**src/rtl/input_debouncer.sv**
```systemverilog
// Raw-level synchronizer and debouncer feeding edge_detector's a_i.
// Optional GLITCH_COUNT_EN adds a saturating rejected-glitch counter on glitch_cnt_o.
module input_debouncer #(
    parameter int SYNC_STAGES     = 2,
    parameter int DEBOUNCE_CYCLES = 4,
    parameter int CNT_W           = 8
) (
    input  logic       clk,
    input  logic       reset,
    input  logic       raw_i,
    output logic       db_o,
    output logic       changed_o,
`ifdef GLITCH_COUNT_EN
    output logic [7:0] glitch_cnt_o,
`endif
    output logic       busy_o
);

    // state      | meaning
    // IDLE_LOW   | db_o=0, synchronized input agrees
    // WAIT_HIGH  | db_o=0, qualifying a rise
    // IDLE_HIGH  | db_o=1, synchronized input agrees
    // WAIT_LOW   | db_o=1, qualifying a fall
    typedef enum logic [1:0] {
        IDLE_LOW  = 2'd0,
        WAIT_HIGH = 2'd1,
        IDLE_HIGH = 2'd2,
        WAIT_LOW  = 2'd3
    } state_t;

    localparam logic [CNT_W-1:0] CNT_LAST = CNT_W'(DEBOUNCE_CYCLES - 1);

    logic [SYNC_STAGES-1:0] sync_q;
    logic                   s;
    state_t                 state_q, state_d;
    logic [CNT_W-1:0]       cnt_q, cnt_d;
    logic                   db_d, changed_d;

    always_ff @(posedge clk) begin
        if (reset) sync_q <= '0;
        else       sync_q <= {sync_q[SYNC_STAGES-2:0], raw_i};
    end

    assign s = sync_q[SYNC_STAGES-1];

    always_ff @(posedge clk) begin
        if (reset) begin
            state_q   <= IDLE_LOW;
            cnt_q     <= '0;
            db_o      <= 1'b0;
            changed_o <= 1'b0;
        end else begin
            state_q   <= state_d;
            cnt_q     <= cnt_d;
            db_o      <= db_d;
            changed_o <= changed_d;
        end
    end

    always_comb begin
        state_d   = state_q;
        cnt_d     = cnt_q;
        db_d      = db_o;
        changed_d = 1'b0;
        case (state_q)
            IDLE_LOW: begin
                if (s) begin
                    state_d = WAIT_HIGH;
                    cnt_d   = CNT_W'(1);
                end
            end
            WAIT_HIGH: begin
                if (!s) begin
                    state_d = IDLE_LOW;
                    cnt_d   = '0;
                end else if (cnt_q == CNT_LAST) begin
                    state_d   = IDLE_HIGH;
                    db_d      = 1'b1;
                    changed_d = 1'b1;
                    cnt_d     = '0;
                end else begin
                    cnt_d = cnt_q + 1'b1;
                end
            end
            IDLE_HIGH: begin
                if (!s) begin
                    state_d = WAIT_LOW;
                    cnt_d   = CNT_W'(1);
                end
            end
            WAIT_LOW: begin
                if (s) begin
                    state_d = IDLE_HIGH;
                    cnt_d   = '0;
                end else if (cnt_q == CNT_LAST) begin
                    state_d   = IDLE_LOW;
                    db_d      = 1'b0;
                    changed_d = 1'b1;
                    cnt_d     = '0;
                end else begin
                    cnt_d = cnt_q + 1'b1;
                end
            end
            default: begin
                state_d = IDLE_LOW;
                cnt_d   = '0;
            end
        endcase
    end

    assign busy_o = (state_q == WAIT_HIGH) || (state_q == WAIT_LOW);

`ifdef GLITCH_COUNT_EN
    logic       abort;
    logic [7:0] glitch_q;

    // An abort is the synchronized level returning to db_o while qualifying.
    assign abort = ((state_q == WAIT_HIGH) && !s) || ((state_q == WAIT_LOW) && s);

    always_ff @(posedge clk) begin
        if (reset)                          glitch_q <= '0;
        else if (abort && glitch_q != 8'hFF) glitch_q <= glitch_q + 8'd1;
    end

    assign glitch_cnt_o = glitch_q;
`endif

endmodule

```
**config.mk**
```make
export PLATFORM = sky130hd
export DESIGN_NAME = input_debouncer
export DESIGN_NICKNAME = d
export VERILOG_FILES = /design/src/rtl/input_debouncer.sv
export SDC_FILE = /design/constraint.sdc
export NUM_CORES = 1
export LEC_CHECK = 0
export ABC_CLOCK_PERIOD_IN_PS = 2300
export CORE_MARGIN = 3
export CORE_UTILIZATION = 50
export DETAILED_ROUTE_END_ITERATION = 10
export PLACE_DENSITY = 0.71
export REMOVE_ABC_BUFFERS = 1
export SLEW_MARGIN = 20
export SYNTH_ARGS = -nofsm -noshare
export SYNTH_HDL_FRONTEND = slang
export SYNTH_SLANG_ARGS = --single-unit
```
**constraint.sdc**
```tcl
create_clock -name clk -period 2.3 [get_ports clk]
set_clock_uncertainty 0.1 [all_clocks]
set_input_delay 0.345 -clock clk [delete_from_list [all_inputs] [get_ports clk]]
set_output_delay 0.345 -clock clk [all_outputs]
set_load 0.02 [all_outputs]
```
==> results.py <==
metrics = {
    "cts": {
        "clk_latency_ns": 0.28,
        "cts_inserted_buffers": 3,
        "clk_path_buf_depth": 2,
        "cts_hold_buf": 0,
        "cts-resized-gates": 0,
        "cts.sinks": 14,
        "cts_tree": "yes",
        "htreeDepth": 1,
        "cts.clk_slew.worst_paths_ns": 0.09,
        "post_cts_buffers": 0,
        "cts-root-buf": "clkbuf_4",
    },
    "layout": {
        "n_antenna_cell": 0,
        "fillers": 102,
        "multiInputGateArea_um2": 359,
        "syn_to_final_growth_pct": 10.2,
        "final_nets": 79,
        "area.sequential_um2": 280,
        "stdcell_count": 87,
        "drive_gt1_share_pct": 11.0,
    },
    "global_route": {
        "grt_pass1_wl_um": 2000,
        "antenna_found_initial": 0,
        "grt_overflow": 0,
        "grt_start_max_net_pins": 13,
        "first_global_vias": 456,
        "track_usage_pct": 14.2,
    },
    "logic_synthesis": {
        "async_flop_share_pct": 0,
        "synth_top_area_cell": "dfxtp_1",
        "ys_types": 33,
        "synthFlopType": "dfxtp_1",
        "ys_seq_elements": 14,
        "postSynthAreaPerCell_um2": 9.65,
        "syn_area_um2": 666,
        "synth.top_cell.area_share_pct": 42.1,
        "synth-edff-count": 0,
        "syn_inst": 69,
        "yosys_warnings": 0,
        "synthTopCellsByArea": "dfxtp_1 (42%), a31oi_1 (8.5%), mux2i_1 (4.5%)",
        "yosysSeqAreaShare_pct": 42.1,
    },
    "timing": {
        "final.setup.tns_ns": 0,
        "relSlewSlack_pct": 71.3,
        "period_minus_slack_ns": 2.13,
        "hold_viol_final": 0,
        "worstMarginPinSlew_ns": 0.429,
        "setup_viol": 0,
        "slew_viol_final": 0,
        "maxClockFrequency_mhz": 468,
        "grt_setup_unrepaired": "false",
        "post-route-period-util_pct": 92.8,
    },
    "hold_path": {
        "holdPathStages": 1,
        "hold_class": "reg -> reg",
    },
    "power": {
        "p_per_area_nw_per_um2": 567,
        "p_leak_nw": 0.257,
        "ir_drop_mv": 0.402,
    },
    "routing": {
        "avgViaCountPerCell": 6.25,
        "wl_per_cell_um": 13.7,
        "drc_errors": 0,
        "vias": 544,
        "drtIter0Drc": 14,
        "firstDrtPassIters": 4,
        "postRouteAntennaNets": 0,
        "totalWireLength_um": 1190,
    },
    "die": {
        "core-area_um2": 1170,
        "rows": 12,
        "io-pin-count": 6,
        "die_h_um": 42.5,
        "design.die.area_um2": 1800,
        "start_util_pct": 56.8,
        "die_x_um": 42.5,
    },
    "placed_design": {
        "gp_congestion": 0.747,
        "dp_hpwl_um": 824,
        "io_buffers": 5,
        "placed_cells": 84,
    },
    "run_status": {
        "outcome": "finished, final reports clean",
    },
    "critical_path": {
        "worstSetupPathType": "reg -> reg",
        "rr_worst_depth": 5,
        "crit_arrival_ns": 2.20,
        "worstPathMaxFanout": 12,
        "crit_path_end_kind": "flop",
        "start_kind": "flop",
        "critPathRequiredTime_ns": 2.36,
    },
    "run": {
        "maxCapViolCount": 0,
    },
}
## report_power, final
group	internal, mW	total, mW	switching, mW
Combinational	0.0124	0.0245	0.0122
Sequential	0.247	0.251	0.00399
Clock	0.0607	0.140	0.0794
Total	0.320	0.416	0.0956
## stage by stage
stage / instance area [um2] / worst slack [ns] / hold slack [ns] / util [%] / total power, mW
after CTS: 733 / 0.172 / 0.353 / 62.6 / 0.415
final: 733 / 0.165 / 0.348 / 62.6 / 0.416
after global routing: 733 / 0.0744 / 0.366 / 62.6 / 0.427
after detailed placement: 711 / 0.199 / 0.334 / 60.7 / 0.281
after floorplan: 643 / 0.326 / 0.314 / - / 0.269
after global placement: 711 / 0.250 / 0.317 / 60.7 / 0.281
## sequential cells by signal, summed over array words and instances (netlist names), named ones only
| register | count |
|---|---|
| db_o | 1 |
| cnt_q | 8 |
| sync_q | 2 |
| changed_o | 1 |
| state_q | 1 |
## kinds of logic (layout without fill, tap and decap cells)
group | Yosys count | in the layout | share of synthesized area, %
simple gates | 30 | 30 | 30.8
compound gates | 14 | 14 | 14.1
flops | 14 | 14 | 42.1
buf+inv | 5 | 9 | 3.95
mux | 3 | 3 | 4.51
xor+xnor | 2 | 2 | 2.63
fa+ha+maj | 1 | 1 | 1.88
## cell type report
| class | instances | area share, % |
|---|---|---|
| tap | 14 | 2.39 |
| multi-input combinational | 50 | 49.0 |
| sequential | 14 | 38.2 |
| inverter | 1 | 0.512 |
| timing repair buffer | 5 | 6.83 |
| clock buffer | 3 | 3.07 |
## synth_stat cells, types with 2 or more instances
| cell | n |
|---|---|
| dfxtp_1 | 14 |
| a31oi_1 | 9 |
| nand3b_1 | 4 |
| mux2i_1 | 3 |
| clkbuf_1 | 3 |
| nor2_1 | 5 |
| nand2b_1 | 2 |
| nor2b_1 | 4 |
## worst max-delay path, cell delays in order (launching register included)
cell	delay, ns
dfxtp_1	0.39
ha_1	0.21
or4b_4	0.48
or4_4	0.52
a41oi_1	0.26
nor2_1	0.06
## worst paths after layout
| path | from | end | slack (ns) |
|---|---|---|---|
| worst min-delay path | sync_q[0] | sync_q[1] | 0.35 |
| worst min register to register | sync_q[0] | sync_q[1] | 0.35 |
| worst max-delay path | cnt_q[0] | cnt_q[1] | 0.17 |
| worst max register to register | cnt_q[0] | cnt_q[1] | 0.17 |
## placed cells by master (no fill, tap or decap), types with 2 or more instances in the layout
master,instances
nor2b_1,4
nor2_1,5
a31oi_1,9
clkdlybuf4s50_1,5
nand2b_1,2
nand3b_1,4
dfxtp_1,14
clkbuf_4,3
mux2i_1,3
## metal layers
metal / part of all wire (%) / GRT usage, % / wire length, um
met3: 4.6 / 2.58 / 55
met2: 44 / 20.7 / 527
met4: 1.8 / 5.59 / 21
met1: 49 / 20.4 / 588
met5: 0 / 0 / 0
Note: power is estimated with default switching activity, not from simulation.
